===== config.mk =====
export PLATFORM = sky130hd
export DESIGN_NAME = wb_stage
export DESIGN_NICKNAME = d
export VERILOG_FILES = /design/src/rtl/wb_stage.sv
export SDC_FILE = /design/constraint.sdc
export NUM_CORES = 1
export LEC_CHECK = 0
export ABC_CLOCK_PERIOD_IN_PS = 1900
export CAP_MARGIN = 20
export CELL_PAD_IN_SITES_DETAIL_PLACEMENT = 1
export CELL_PAD_IN_SITES_GLOBAL_PLACEMENT = 2
export CORE_MARGIN = 4
export CORE_UTILIZATION = 26
export DETAILED_ROUTE_END_ITERATION = 16
export PLACE_DENSITY = 0.78
export SLEW_MARGIN = 25
export SYNTH_ARGS = -nofsm -noshare
export SYNTH_HDL_FRONTEND = slang
export SYNTH_SLANG_ARGS = --single-unit

===== constraint.sdc =====
create_clock -name clk -period 1.9 [get_ports clk]
set_input_delay 0.38 -clock clk [delete_from_list [all_inputs] [get_ports clk]]
set_output_delay 0.38 -clock clk [all_outputs]
set_load 0.01 [all_outputs]

===== src/rtl/wb_stage.sv =====
// Writeback stage: MEM/WB pipeline register, load alignment/extension,
// writeback source select, register-file write port and retire counter.
module wb_stage #(
    parameter int WIDTH = 32,
    parameter int DEPTH = 5
) (
    input  logic             clk,
    input  logic             rstn,
    input  logic             hold,
    input  logic             flush,
    input  logic             mem_valid,
    input  logic [WIDTH-1:0] mem_pc,
    input  logic [WIDTH-1:0] mem_alu_res,
    input  logic [WIDTH-1:0] mem_rdata,
    input  logic [DEPTH-1:0] mem_rd,
    input  logic             mem_rf_we,
    input  logic [1:0]       mem_wb_sel,
    input  logic [2:0]       mem_funct3,
    output logic [DEPTH-1:0] rf_wa,
    output logic             rf_we,
    output logic [WIDTH-1:0] rf_wd,
    output logic             wb_valid,
    output logic [WIDTH-1:0] wb_pc,
    output logic [31:0]      retire_cnt
);

    logic [7:0]       ld_byte;
    logic [15:0]      ld_half;
    logic [WIDTH-1:0] ld_val;
    logic [WIDTH-1:0] wd_next;

    logic             valid_q;
    logic [WIDTH-1:0] pc_q;
    logic [WIDTH-1:0] wd_q;
    logic [DEPTH-1:0] rd_q;
    logic             we_q;
    logic [31:0]      cnt_q;

    // Align the loaded word to the addressed byte/half and extend it.
    always_comb begin
        ld_byte = mem_rdata[7:0];
        case (mem_alu_res[1:0])
            2'b00:   ld_byte = mem_rdata[7:0];
            2'b01:   ld_byte = mem_rdata[15:8];
            2'b10:   ld_byte = mem_rdata[23:16];
            default: ld_byte = mem_rdata[31:24];
        endcase
        // Bit 0 of the address is ignored for halfword loads.
        ld_half = mem_alu_res[1] ? mem_rdata[31:16] : mem_rdata[15:0];
        case (mem_funct3)
            3'b000:  ld_val = {{(WIDTH-8){ld_byte[7]}}, ld_byte};
            3'b100:  ld_val = {{(WIDTH-8){1'b0}}, ld_byte};
            3'b001:  ld_val = {{(WIDTH-16){ld_half[15]}}, ld_half};
            3'b101:  ld_val = {{(WIDTH-16){1'b0}}, ld_half};
            default: ld_val = mem_rdata;
        endcase
    end

    // Pick the writeback source: load data, link address, or ALU result.
    always_comb begin
        case (mem_wb_sel)
            2'b01:   wd_next = ld_val;
            2'b10:   wd_next = mem_pc + WIDTH'(4);
            default: wd_next = mem_alu_res;
        endcase
    end

    // MEM/WB register: flush kills the entry, hold freezes it, else capture.
    always_ff @(posedge clk or negedge rstn) begin
        if (!rstn) begin
            valid_q <= 1'b0;
            pc_q    <= '0;
            wd_q    <= '0;
            rd_q    <= '0;
            we_q    <= 1'b0;
        end else if (flush) begin
            valid_q <= 1'b0;
        end else if (!hold) begin
            valid_q <= mem_valid;
            pc_q    <= mem_pc;
            wd_q    <= wd_next;
            rd_q    <= mem_rd;
            we_q    <= mem_rf_we;
        end
    end

    // Count an instruction when it leaves WB; a flushed-while-held entry never leaves.
    always_ff @(posedge clk or negedge rstn) begin
        if (!rstn) begin
            cnt_q <= '0;
        end else if (valid_q && !hold) begin
            cnt_q <= cnt_q + 32'd1;
        end
    end

    assign rf_wa      = rd_q;
    assign rf_wd      = wd_q;
    assign rf_we      = valid_q & we_q & (rd_q != '0);
    assign wb_valid   = valid_q;
    assign wb_pc      = pc_q;
    assign retire_cnt = cnt_q;

endmodule


-- Word level (Yosys, flattened, before mapping)
Cells that the tools add are included.
- flip-flop bits (word level): 103
- latch bits: 0
- memory bits (writable): 0
- ROM bits: 0
- input port bits: 112
- output and inout port bits: 103
- word-level logic and storage cells: 32
- memories kept: 0
- add/subtract/negate cells: 2
- multipliers: 0
- div/mod/pow operators: 0
- order comparisons: 0
- eq/ne operators: 8
- shift-type cells: 0
- muxes and demuxes: 6
- bitwise logic cells: 4
- reductions and logical operators: 6
- operators with widths (operator ; count):
    one-hot mux 32 bit (4 select lines) ; 1
    one-hot mux 32 bit (2 select lines) ; 1
    adder 32 x 1 -> 32 bit, second input constant ; 1
    adder 32 x 3 -> 32 bit, second input constant ; 1
    one-hot mux 8 bit (3 select lines) ; 1
    two-way mux 16 bit ; 1
    equality test 3 bit, second input constant ; 2
    nonzero test 5 bit ; 1
    equality test 2 x 1 -> 1 bit, second input constant ; 2
    equality test 2 bit, second input constant ; 2
    equality test 3 x 1 -> 1 bit, second input constant ; 1
    logical NOT 3 bit ; 1
    AND 1 bit ; 2
    logical NOT 2 bit ; 1
    two-way mux 1 bit ; 2
    != test 2 x 1 -> 1 bit, second input constant ; 1
    inverter 1 bit ; 2
    AND reduction 2 bit ; 1
    logical AND 1 bit ; 1
    logical NOT 1 bit ; 1

-- Longest topological paths before layout
- word-level depth: 4
- mapped depth: 9
- mapped depth without buffers: 7

-- Least setup slack after synthesis
OpenSTA, ideal clock, no wires.
- path kind: input to register
- start: input port mem_wb_sel[0]
- end: register wd_q[19], in the netlist rf_wd[19]
- library setup time: 0.136 ns
- arrival time: 1.692 ns
- data required time: 1.764 ns
- path slack: 0.072 ns
- cell stages on the path: 8
- buffers on the path: 2
- path through: inv_1 > ha_1 > inv_1 > clkbuf_1 > nand2_1 > nor2_1 > buf_6 > o32ai_1
- longest elaborated chain between the ends: 2
- elaborated cells between the ends (all ways): 3
- classes of those cells: eq/ne (2); mux (1)
- ends and longest elaborated chain (item ; RTL line ; RTL):
    start, declared ; 17 ; input logic [1:0] mem_wb_sel,
    equality test 2 bit / equality test 2 x 1 -> 1 bit (equally long branches) ; 61 ; case (mem_wb_sel)
    one-hot mux 32 bit (2 select lines) * ; 61 ;
    end signal, assigned ; 81 ; wd_q <= wd_next;
    end, declared ; 34 ; logic [WIDTH-1:0] wd_q;
Mark *: on every way between the ends. The rest lies on a longest branch, timed or not.
A chain may end at the register's enable or synchronous reset.

-- Worst setup path after layout
- start: register rd_q[3], in the netlist rf_wa[3]
- end: output port rf_we
- longest elaborated chain between the ends: 2
- ends and longest elaborated chain (item ; RTL line ; RTL):
    start, declared ; 35 ; logic [DEPTH-1:0] rd_q;
    start signal, assigned ; 82 ; rd_q <= mem_rd;
    nonzero test 5 bit ; 98 ; assign rf_we = valid_q & we_q & (rd_q != '0);
    AND 1 bit ; 98 ;
    end, declared ; 20 ; output logic rf_we,
Every way passes these cells.

==> Flow_metrics.wiki <==
{| class="wikitable"
! Metric !! Value
|-
| Clock tree skew after final layout || 0.00912 ns
|-
| Final min period || 1.93 ns
|-
| Violated checks || setup timing
|-
| Most instantiated flip-flop cell in the synthesis netlist || sky130_fd_sc_hd__dfrtp_1
|-
| Maximum vdd drop || 362 uV
|-
| Final Cycle Share || 102%
|-
| Number of antenna violations at the first check in global routing || 0
|-
| Overall fraction of global-route tracks in use || 20.4%
|-
| Result of the run || finished, violations left
|-
| Required time at the worst-slack endpoint || 1.52 ns
|-
| Arrival time at the worst endpoint || 1.55 ns
|-
| Root Buffer || sky130_fd_sc_hd__clkbuf_16
|-
| Flip-flop and latch count after synthesis || 103
|-
| Mapped Area || 5900 sq um
|-
| Final setup margin || -0.0319 ns
|-
| TritonRoute pass-1 iters || 4
|-
| Highest Clock Rate || 0.518 GHz
|-
| Diodes inserted || 0
|-
| RSZ-0062 raised after global routing || true
|-
| Vias in the first global route || 6,887
|-
| Port-buffer cells || 214
|-
| Critical Path End Type || output pin
|-
| Sequential-to-total area share from yosys stat || 43.7%
|-
| Relative slew slack || 73.7%
|-
| Max Slew Vio Count || 0
|-
| Leading cell type in the layout, fill and taps excluded || sky130_fd_sc_hd__clkdlybuf4s50_1
|-
| Total vias in the final route || 6,483
|-
| Leak || 4.37 nW
|-
| Clock-pin transition on the worst setup and hold timing paths || 0.07 ns
|-
| # clock sinks || 103
|-
| Number of DRC markers after the initial detailed-route iteration || 364
|-
| Net count of the mapped netlist || 796
|-
| Horizontal die dimension || 159 um
|-
| CP max FO || 2
|-
| Global-route wire length before repair || 39,800 um
|-
| Count of final hold-check violations || 0
|-
| Routability congestion estimate from global placement || 0.906
|-
| H-tree depth || 3
|-
| Sort of element at the start of the critical path || flip-flop
|-
| Later-pin clock latency in the skew report || 0.36 ns
|-
| Number of flops mapped to enable cells by yosys || 0
|-
| Core area || 22,100 sq um
|-
| Setup slack of the most critical reg-to-reg path || 0.19 ns
|-
| Effective utilization at floorplan || 26.7%
|-
| Chip Height || 159 um
|-
| Maximum number of pins on one net before global-route repair || 46
|-
| Antenna violation net count after detailed routing || 0
|-
| Cell count of the worst reg-to-reg path || 5
|-
| Post-DR vias/cell || 5.02
|-
| Area added between synthesis and finish || 67.9%
|-
| Final number of setup-violating endpoints || 1
|-
| Die area || 25,200 sq um
|-
| Async S/R FF share, synth || 100%
|-
| Post-synthesis instance total || 680
|-
| Remaining Overflow, GRT || 0
|-
| Finished Core Util || 44.9%
|-
| Leading cell types in the layout, fill and taps excluded || sky130_fd_sc_hd__clkdlybuf4s50_1 (190), sky130_fd_sc_hd__nand2_1 (141), sky130_fd_sc_hd__buf_4 (126)
|-
| Beginning of the worst register-to-register path || retire_cnt[4]
|-
| Total number of placement rows || 54
|-
| Total of max-cap violations || 0
|-
| Proportion of layout cells with a drive suffix above 1 || 19.1%
|-
| Synthesis warning total || 0
|-
| Min-delay worst type || input port to async pin
|-
| Drt wl/cell || 20.1 um
|-
| Crit Reg-Reg Endpoint || retire_cnt[31]
|-
| Power Density || 669 nW/um^2
|-
| Number of buffers inserted during clock tree synthesis || 9
|-
| Mean instance size in the synthesized netlist || 8.68 sq um
|-
| Number of buffers between clock root and the deepest sink || 2
|-
| Worst setup timing slack at the placement stage || -0.763 ns
|-
| Detailed Place HPWL || 20,400 um
|-
| Residual DRC count || 0
|-
| Total wire length || 26,000 um
|-
| CTS tree || built
|-
| Slew at the pin closest to its max-slew limit || 0.392 ns
|-
| Distinct cell type count after synthesis || 55
|-
| Post-layout nets || 1,122
|-
| I/O pin count || 215
|-
| Type of the worst setup path || flip-flop to output pin
|}
[power breakdown]
part	switching [mW]	leakage [nW]	total (mW)	internal (mW)
logic	0.973	2.93	2.14	1.17
registers	0.206	1.30	2.66	2.46
clock network	0.912	0.136	1.83	0.915
total	2.09	4.37	6.63	4.54
[cell type report]
class                   count  area, sq um
repair buffers            353         3350
multi-input cells         522         3280
well taps                 280          350
clock buffers              10          229
fillers                  2572        12200
flip-flops and latches    103         2580
inverters                  17         67.6
clock inverters             6         53.8
[worst max path at each step]
stage                         from   endpoint
floorplan            mem_wb_sel[0]  rf_wd[19]
global placement    mem_alu_res[1]  rf_wd[30]
detailed placement  mem_alu_res[1]  rf_wd[27]
CTS                       rf_wa[3]      rf_we
global route              rf_wa[3]      rf_we
finish                    rf_wa[3]      rf_we
[per-layer routing]
| layer | wire [um] | GRT usage, % | share of wire [%] | vias to the layer above |
|---|---|---|---|---|
| li1 | - | - | - | 3089 |
| met1 | 11600 | 28.0 | 45 | 3209 |
| met2 | 12500 | 33.1 | 48 | 154 |
| met3 | 1250 | 3.13 | 4.8 | 31 |
| met4 | 629 | 6.26 | 2.4 | 0 |
| met5 | 0 | 0 | 0 | - |
[sequential cells by signal (all words and copies together) (netlist names)]
signal and count:
wb_valid 1, retire_cnt 32, wb_pc 32, rf_wd 32, rf_wa 5, we_q 1
[per-stage QoR]
step | power, mW | std cells | area (sq um) | hold slack [ns] | TNS [ns]
floorplan | 3.37 | 680 | 5900 | 0.0844 | 0
global placement | 4.74 | 1271 | 9330 | 0.304 | -25.97
detailed placement | 4.78 | 1271 | 9330 | 0.310 | -27.62
CTS | 6.70 | 1291 | 9810 | 0.463 | -0.0512
global route | 7.00 | 1291 | 9910 | 0.483 | -0.104
finish | 6.63 | 1291 | 9910 | 0.464 | -0.0319
[worst max-delay path, stage by stage, from the launching register on]
cell and delay, ns:
sky130_fd_sc_hd__dfrtp_1 0.38, sky130_fd_sc_hd__or3_4 0.39, sky130_fd_sc_hd__o311a_1 0.29, sky130_fd_sc_hd__buf_2 0.14
[cells in the mapped netlist (2+ instances only)]
library cell	number	share of area (%)
sky130_fd_sc_hd__nor2_1	35	2.2
sky130_fd_sc_hd__o32ai_1	12	1.8
sky130_fd_sc_hd__mux2_2	3	0.57
sky130_fd_sc_hd__nand2b_1	5	0.53
sky130_fd_sc_hd__o211ai_1	5	0.64
sky130_fd_sc_hd__nand4_1	25	2.6
sky130_fd_sc_hd__xor2_1	30	4.5
sky130_fd_sc_hd__nor3_1	7	0.59
sky130_fd_sc_hd__nor4_4	2	0.72
sky130_fd_sc_hd__a31oi_2	2	0.42
sky130_fd_sc_hd__xnor2_1	28	4.2
sky130_fd_sc_hd__inv_1	17	1.1
sky130_fd_sc_hd__o31ai_1	2	0.25
sky130_fd_sc_hd__a2bb2oi_1	3	0.45
sky130_fd_sc_hd__nand3b_1	2	0.25
sky130_fd_sc_hd__a211oi_1	3	0.38
sky130_fd_sc_hd__and2_1	4	0.42
sky130_fd_sc_hd__a22o_1	2	0.30
sky130_fd_sc_hd__a221oi_1	8	1.2
sky130_fd_sc_hd__dfrtp_1	103	44
sky130_fd_sc_hd__a21oi_1	31	2.6
sky130_fd_sc_hd__mux2i_1	9	1.5
sky130_fd_sc_hd__nand2_1	142	9.0
sky130_fd_sc_hd__clkbuf_1	34	2.2
sky130_fd_sc_hd__and3_1	6	0.64
sky130_fd_sc_hd__or3_1	22	2.3
sky130_fd_sc_hd__o22ai_1	24	2.5
sky130_fd_sc_hd__buf_2	2	0.17
sky130_fd_sc_hd__nor4_1	4	0.42
sky130_fd_sc_hd__a31oi_1	4	0.42
sky130_fd_sc_hd__o21ai_0	46	3.9
sky130_fd_sc_hd__and4_1	6	0.89
sky130_fd_sc_hd__ha_1	4	0.85
sky130_fd_sc_hd__nand3_1	25	2.1
sky130_fd_sc_hd__o2bb2ai_1	3	0.45
[repair_timing]
| action | in CTS | in global routing |
|---|---|---|
| endpoints found under the setup margin | 31 | 27 |
| gates cloned | 2 | 0 |
| setup buffers | 1 | 0 |
| pin swaps | 8 | 11 |
| gates resized for setup | 40 | 30 |
| endpoints found under the hold margin | 18 | 0 |
| hold buffers | 1 | 0 |
[kinds of logic after synthesis]
family,synth area share (%)
AOI/OAI and AO/OA,16.5
and+or+nand+nor,24.6
xor gates and xnor gates,8.61
buffers and inverters,3.67
muxes,2.10
adders and majority gates,0.848
DFF,43.7
Power figures use the tool's default switching activity.
